**config.mk**
```make
export PLATFORM = sky130hd
export DESIGN_NAME = pipeline_hazard_ctrl
export DESIGN_NICKNAME = d
export VERILOG_FILES = /design/src/rtl/pipeline_hazard_ctrl.sv
export SDC_FILE = /design/constraint.sdc
export NUM_CORES = 1
export LEC_CHECK = 0
export CORE_ASPECT_RATIO = 0.75
export CORE_MARGIN = 10
export CORE_UTILIZATION = 44
export CTS_CLUSTER_SIZE = 20
export DETAILED_ROUTE_END_ITERATION = 12
export PLACE_DENSITY_LB_ADDON = 0.15
export REMOVE_ABC_BUFFERS = 1
export SYNTH_ARGS = -nofsm -noshare
export SYNTH_HDL_FRONTEND = slang
export SYNTH_SLANG_ARGS = --single-unit
```
**constraint.sdc**
```tcl
create_clock -name clock -period 2 [get_ports clock]
set_input_delay 0.4 -clock clock [delete_from_list [all_inputs] [get_ports clock]]
set_output_delay 0.4 -clock clock [all_outputs]
set_load 0.01 [all_outputs]
```
**src/rtl/pipeline_hazard_ctrl.sv**
```systemverilog
// Hazard and sequencing controller for a 5-stage MIPS pipeline.
// Decodes load-use, taken-branch and memory-wait hazards into per-stage
// enables and bubble/flush controls, and counts stall and flush cycles.
//
// Ports:
//   clock, reset     : single clock; synchronous active-high reset
//   ifid_rs/rt       : source fields of the instruction in IF/ID
//   ifid_uses_rt     : IF/ID instruction reads rt as a source
//   idex_mem_read    : instruction in ID/EX is a load
//   idex_rt          : load destination held in ID/EX
//   branch_taken     : branch/jump in EX resolved taken
//   mem_req          : EX/MEM holds a load or store
//   mem_ready        : data memory completes the access this cycle
//   pc_write..memwb_bubble : pipeline register controls (combinational)
//   mem_error        : sticky timeout flag, cleared only by reset
//   stall_cycles     : saturating count of cycles with pc_write=0
//   flush_events     : saturating count of cycles with ifid_flush=1
module pipeline_hazard_ctrl #(
    parameter int MEM_TIMEOUT = 64,
    parameter int CNT_W       = 16
) (
    input  logic             clock,
    input  logic             reset,
    input  logic [4:0]       ifid_rs,
    input  logic [4:0]       ifid_rt,
    input  logic             ifid_uses_rt,
    input  logic             idex_mem_read,
    input  logic [4:0]       idex_rt,
    input  logic             branch_taken,
    input  logic             mem_req,
    input  logic             mem_ready,
    output logic             pc_write,
    output logic             ifid_write,
    output logic             ifid_flush,
    output logic             idex_write,
    output logic             idex_bubble,
    output logic             exmem_write,
    output logic             memwb_bubble,
    output logic             mem_error,
    output logic [CNT_W-1:0] stall_cycles,
    output logic [CNT_W-1:0] flush_events
);

    typedef enum logic [1:0] {
        RUN      = 2'd0,
        MEM_WAIT = 2'd1,
        ERROR    = 2'd2
    } state_t;

    localparam logic [7:0] TMO = 8'(MEM_TIMEOUT);

    state_t     state;
    state_t     state_nxt;
    logic [7:0] wait_cnt;
    logic [7:0] wait_nxt;

    logic in_error;
    logic freeze;
    logic load_use;

    logic sel_rst;
    logic sel_err;
    logic sel_frz;
    logic sel_br;
    logic sel_lu;

    logic stall_inc;
    logic flush_inc;

    // ------------------------------------------------------------------
    // Hazard detection
    // ------------------------------------------------------------------
    assign in_error = (state == ERROR);

    // freeze excludes ERROR so a dead pipeline never re-enters the wait path
    assign freeze = !in_error && mem_req && !mem_ready;

    // r0 is hard-wired zero, so a load into it is never a real dependency
    assign load_use = idex_mem_read
                   && (idex_rt != 5'd0)
                   && ((idex_rt == ifid_rs)
                    || (ifid_uses_rt && (idex_rt == ifid_rt)));

    // Mutually exclusive selectors encode the output priority
    assign sel_rst = reset;
    assign sel_err = !reset && in_error;
    assign sel_frz = !reset && freeze;
    assign sel_br  = !reset && !in_error && !freeze && branch_taken;
    assign sel_lu  = !reset && !in_error && !freeze && !branch_taken
                   && load_use;

    // ------------------------------------------------------------------
    // Output decode
    // ------------------------------------------------------------------
    always_comb begin
        pc_write     = 1'b1;
        ifid_write   = 1'b1;
        ifid_flush   = 1'b0;
        idex_write   = 1'b1;
        idex_bubble  = 1'b0;
        exmem_write  = 1'b1;
        memwb_bubble = 1'b0;
        unique case (1'b1)
            sel_rst, sel_err: begin
                pc_write     = 1'b0;
                ifid_write   = 1'b0;
                idex_write   = 1'b0;
                exmem_write  = 1'b0;
                idex_bubble  = 1'b1;
                memwb_bubble = 1'b1;
            end
            sel_frz: begin
                // Whole pipeline holds; a pending branch stays in ID/EX
                pc_write     = 1'b0;
                ifid_write   = 1'b0;
                idex_write   = 1'b0;
                exmem_write  = 1'b0;
                memwb_bubble = 1'b1;
            end
            sel_br: begin
                // Flushing the consumer makes any load-use moot
                ifid_flush  = 1'b1;
                idex_bubble = 1'b1;
            end
            sel_lu: begin
                pc_write    = 1'b0;
                ifid_write  = 1'b0;
                idex_bubble = 1'b1;
            end
            default: begin
                pc_write = 1'b1;
            end
        endcase
    end

    assign mem_error = in_error;

    // ------------------------------------------------------------------
    // Memory-wait FSM
    // ------------------------------------------------------------------
    always_comb begin
        state_nxt = state;
        wait_nxt  = wait_cnt;
        case (state)
            RUN: begin
                if (freeze) begin
                    state_nxt = MEM_WAIT;
                    wait_nxt  = 8'd1;
                end
            end
            MEM_WAIT: begin
                if (freeze) begin
                    if (wait_cnt == TMO) begin
                        state_nxt = ERROR;
                    end else begin
                        wait_nxt = wait_cnt + 8'd1;
                    end
                end else begin
                    state_nxt = RUN;
                    wait_nxt  = 8'd0;
                end
            end
            ERROR: begin
                state_nxt = ERROR;
            end
            default: begin
                state_nxt = RUN;
                wait_nxt  = 8'd0;
            end
        endcase
    end

    always_ff @(posedge clock) begin
        if (reset) begin
            state    <= RUN;
            wait_cnt <= 8'd0;
        end else begin
            state    <= state_nxt;
            wait_cnt <= wait_nxt;
        end
    end

    // ------------------------------------------------------------------
    // Saturating performance counters
    // ------------------------------------------------------------------
    assign stall_inc = !reset && !in_error && !pc_write;
    assign flush_inc = ifid_flush;

    always_ff @(posedge clock) begin
        if (reset) begin
            stall_cycles <= '0;
            flush_events <= '0;
        end else begin
            if (stall_inc && (stall_cycles != '1)) begin
                stall_cycles <= stall_cycles + 1'b1;
            end
            if (flush_inc && (flush_events != '1)) begin
                flush_events <= flush_events + 1'b1;
            end
        end
    end

endmodule

```
* Word-level counts from Yosys, hierarchy flattened
Cells that the tools add are included.
** Operators by class
- Add/subtract/negate cells :: 3
- Equal/unequal tests :: 10
- Multiplexer cells :: 13
- Bitwise logic cells :: 1
- Reduce and logical (&&, ||, !) cells :: 28
** Operators with widths (number)
- 16-bit by 1-bit adder with 16-bit output (second input constant) :: 2
- 16-bit inequality test (second input constant) :: 2
- 8-bit two-way mux :: 3
- 8-bit case mux with 3 select lines :: 1
- 1-bit logical AND :: 15
- 5-bit == test :: 2
- 8-bit by 1-bit adder with 8-bit output (second input constant) :: 1
- 8-bit by 7-bit == test with 1-bit output (second input constant) :: 1
- 4-bit OR reduction :: 2
- 2-bit two-way mux :: 3
- 3-bit inequality test (second input constant) :: 2
- 2-bit case mux with 3 select lines :: 1
- 1-bit zero test :: 5
- 1-bit two-way mux :: 5
- 5-bit nonzero test :: 1
- 3-bit AND reduction :: 1
- 3-bit OR reduction :: 1
- 2-bit by 1-bit == test with 1-bit output (second input constant) :: 1
- 2-bit == test (second input constant) :: 1
- 2-bit zero test :: 1
- 2-bit inequality test (second input constant) :: 1
- 2-bit AND reduction :: 1
- 1-bit logical OR :: 1
- 1-bit inverter :: 1
** Storage, ports and cells
- Register bits :: 42
- Bits of input ports :: 22
- Output and inout bits :: 40
- Logic and storage cells :: 59

* Logic depth before layout (Yosys ltp)
- Depth in word-level cells :: 11
- Gate-level depth with buffers :: 9
- Gate-level depth less buffers :: 8

* Least setup slack after synthesis
No wires, ideal clock.
- Kind :: input to output
- Start :: input idex_rt[1]
- End :: output pc_write
- Arrival :: 1.592 ns
- Required time :: 1.600 ns
- Path slack :: 0.008 ns
- Stages :: 5
- Path buffers :: 1
- Path through :: or4_1 nor2_2 nor4b_4 a21oi_1 buf_4
** Between the ends
- Word-level cells in the longest chain between the ends :: 7
- Elaborated cells between the ends (all ways) :: 10
- Classes of those cells :: eq/ne (2); mux (1); reduce/logical (7)
** Ends and longest elaborated chain
- start, declared :: RTL line 28 : input logic [4:0] idex_rt,
- 5-bit == test :: RTL line 82 : || (ifid_uses_rt && (idex_rt == ifid_rt)));
- 1-bit logical AND :: RTL line 82
- 1-bit logical OR :: RTL line 82
- 1-bit logical AND (*) :: RTL line 81 : && ((idex_rt == ifid_rs)
- 1-bit logical AND (*) :: RTL line 90 : && load_use;
- 4-bit OR reduction (no line) (*)
- 1-bit two-way mux (*)
- end, declared :: RTL line 32 : output logic pc_write,
Mark *: on every way between the ends. The rest lies on a longest branch, timed or not.

* Final worst setup path
- Start :: input mem_ready
- End :: register stall_cycles[10]
** Between the ends
- Word-level cells in the longest chain between the ends :: 9
- Elaborated cells between the ends (all ways) :: 10
- Classes of those cells :: reduce/logical (10)
** Ends and longest elaborated chain
- start, declared :: RTL line 31 : input logic mem_ready,
- 1-bit zero test (*) :: RTL line 76 : assign freeze = !in_error && mem_req && !mem_ready;
- 1-bit logical AND (*) :: RTL line 76
- 1-bit zero test :: RTL line 89 : assign sel_lu = !reset && !in_error && !freeze && !branch_taken
- 1-bit logical AND (2 in series) :: RTL line 89
- 1-bit logical AND :: RTL line 90
- 4-bit OR reduction (no line) (*)
- 1-bit logical AND (*) :: RTL line 186 : assign stall_inc = !reset && !in_error && !pc_write;
- 1-bit logical AND (*) :: RTL line 194 : if (stall_inc && (stall_cycles != '1)) begin
- end signal, assigned :: RTL line 195 : stall_cycles <= stall_cycles + 1'b1;
- end, declared :: RTL line 40 : output logic [CNT_W-1:0] stall_cycles,
Marked as above.
A chain may end at the register's enable or synchronous reset.

==> qor.txt <==
Boundary pin count = 62
Die Wd = 103.4 um
DIE AREA = 0.008534 mm2
Clock latency on the worst-skew pair = 0.30 ns
Highest-count cells in the layout ignoring fill and taps = dfxtp_1 (41), buf_4 (37), clkdlybuf4s50_1 (35), nor2_1 (34), nand2_1 (21)
Failing checks = negative setup slack
Post-synthesis register bit count = 42
Post-synth EDFFs = 0
Peak Freq = 495.8 MHz
Initial Util = 46.06%
Synth warn = 0
Vias in the first global route = 2158
Final min period = 2.017 ns
Worst EP arrival = 2.25 ns
Pins over their slew limit = 0
Setup crit start = mem_ready
Crit Path Class = in2reg
Final Setup Violations = 1
PwrDens = 471.6 mW/mm2
First-pass GRT wire length = 10140 um
Routed length per instance = 14.95 um
Pin count of the biggest net entering global routing = 42
Core Area = 0.004982 mm2
Clk sinks = 42
Syn-to-layout area delta = 48.42%
CP max FO = 6
I/O Buffers = 61
CTS Buf Count = 5
Setup ws final = -0.01713 ns
Starting DRT DRC Count = 77
Initial antenna violation count = 0
FP Rows = 22
Unique cell type count in the Yosys netlist = 44
RSZ-0062 raised after global routing = yes
Die span in y = 82.54 um
Root buf cell = clkbuf_8
Final hold vios = 0
Post-synthesis sequential area ratio = 36.64%
Number of max-cap violations = 0
Maximum VDD drop = 431.5 uV
RePlAce Congestion = 0.8556
DRT Pass-1 Iters = 4
Drt drc = 0
Post-DP HPWL = 4709 um
Ratio of cells with drive above 1 in the final layout = 20.70%
# H-tree levels = 2
Crit end category = flip-flop
Reg clk slew, reported paths = 0.07 ns
R2R Path End = stall_cycles[10]
Post-Syn Instances = 272
Grt ovf = 0
Worst Tran Pin Value = 0.4334 ns
CP Launch Type = input port
TNS Setup = -0.01713 ns
Outcome = finished with violations
Most common library cell in the layout ignoring fill and taps = dfxtp_1
Hold path startpoint = stall_cycles[15]
Via density = 5.306
Final Net Count = 398
Mean Syn Cell Area = 8.436 um2
Crit path required time = 2.23 ns
Async set-reset flop share out of synthesis = 0%
All-Layer GR Usage = 14.79%
Worst hold stages = 2
Skew final = 0.004594 ns
Relative slew slack = 71.10%
FF-to-FF path depth = 8
Leak pwr = 1.327 nW
Diodes inserted = 0
Worst Hold Class = reg2reg
Flop2flop setup slack = 0 ns
ANT nets after route = 0
Hold Path Sink = stall_cycles[15]
Hold Slack = 0.5007 ns
Clock tree from TritonCTS = done
Post-Route WL = 6638 um
Final Core Density = 68.36%
Reg-to-reg startpoint = state[0]
Final Cycle Share = 100.9%
Via count = 2356
Most frequently used flop master after synthesis = dfxtp_1
Worst-case clock buffer depth = 2
Post-Syn Area = 0.002295 mm2
worst max-delay path by stage:
stage | endpoint | slack (ns) | cells past startpoint
after floorplan | stall_cycles[10] | 0.01 | 7
after global placement | pc_write | -0.72 | 6
after detailed placement | ifid_write | -0.76 | 6
after CTS | idex_bubble | -0.01 | 7
after global routing | stall_cycles[10] | -0.09 | 8
final | stall_cycles[10] | -0.02 | 9
kinds of logic (layout without fill, tap and decap cells):
kind of cell / count (synthesis) / count (layout) / synth area share (%)
xor+xnor: 28 / 28 / 10.69
buf+inv: 20 / 120 / 4.307
mux: 3 / 3 / 1.309
simple gates: 121 / 121 / 29.55
fa+ha+maj: 4 / 4 / 2.181
compound gates: 54 / 54 / 15.32
flops: 42 / 42 / 36.64
layout make-up:
class / instances / area (um2)
Clock buffer: 5 / 68.82
Clock inverter: 2 / 10.01
Fill cell: 425 / 1577
Inverter: 10 / 37.54
Multi-Input combinational cell: 210 / 1406
Sequential cell: 42 / 842.1
Tap cell: 72 / 90.09
Timing Repair Buffer: 103 / 950.9
state kept, by name, summed over array words and instances, names as in the netlist:
signal and flops:
wait_cnt 8, state 2, stall_cycles 16, flush_events 16
through the flow:
stage               total power (W)  cells  setup slack, ns  cell area (um2)
floorplan                 0.0009511    262         0.009583             2233
global placement           0.001089    433          -0.7161             3232
detailed placement         0.001093    433          -0.7580             3232
CTS                        0.001602    441        -0.009676             3303
global route               0.001674    444         -0.09272             3406
finish                     0.001606    444         -0.01713             3406
critical path: stages:
cell           delay [ns]
dlygate4sd2_1        0.24
nand2b_4             0.15
buf_4                0.14
or3_4                0.34
a31oi_4              0.17
a31oi_4              0.08
buf_12               0.17
or4_4                0.41
a21oi_2              0.13
cells in the mapped netlist (all sizes together), types with 5 or more instances:
master  instances  area, um2
or4             5      37.54
xnor2          14      122.6
o21ai          17      85.08
inv            10      37.54
clkbuf          5      18.77
nand3          14      82.58
nand2          21      78.83
nand4          14      87.58
nor2           36      137.6
xor2           14      122.6
dfxtp          42      840.8
buf             5      42.53
and3            6      37.54
a21oi          21      105.1
or3            11      73.82
power breakdown:
part           total [W]  internal, W  switching (W)
clock           0.000524     0.000234       0.000289
combinational   0.000232     0.000123       0.000109
sequential      0.000851     0.000842     0.00000820
metal layers:
metal	global-route usage (%)	up-vias	part of all wire [%]
li1	-	1176	-
met1	18.17	1105	45
met2	23.86	71	46
met3	6.473	4	8.2
met4	2.493	0	0.47
met5	0	-	0
timing repair:
item,4_1_cts,5_1_grt
pin swaps,16,20
cloned,0,2
hold buffers,0,0
setup buffers,1,1
resized for setup,40,19
endpoints found under the setup margin,38,22
Power figures use the tool's default switching activity.
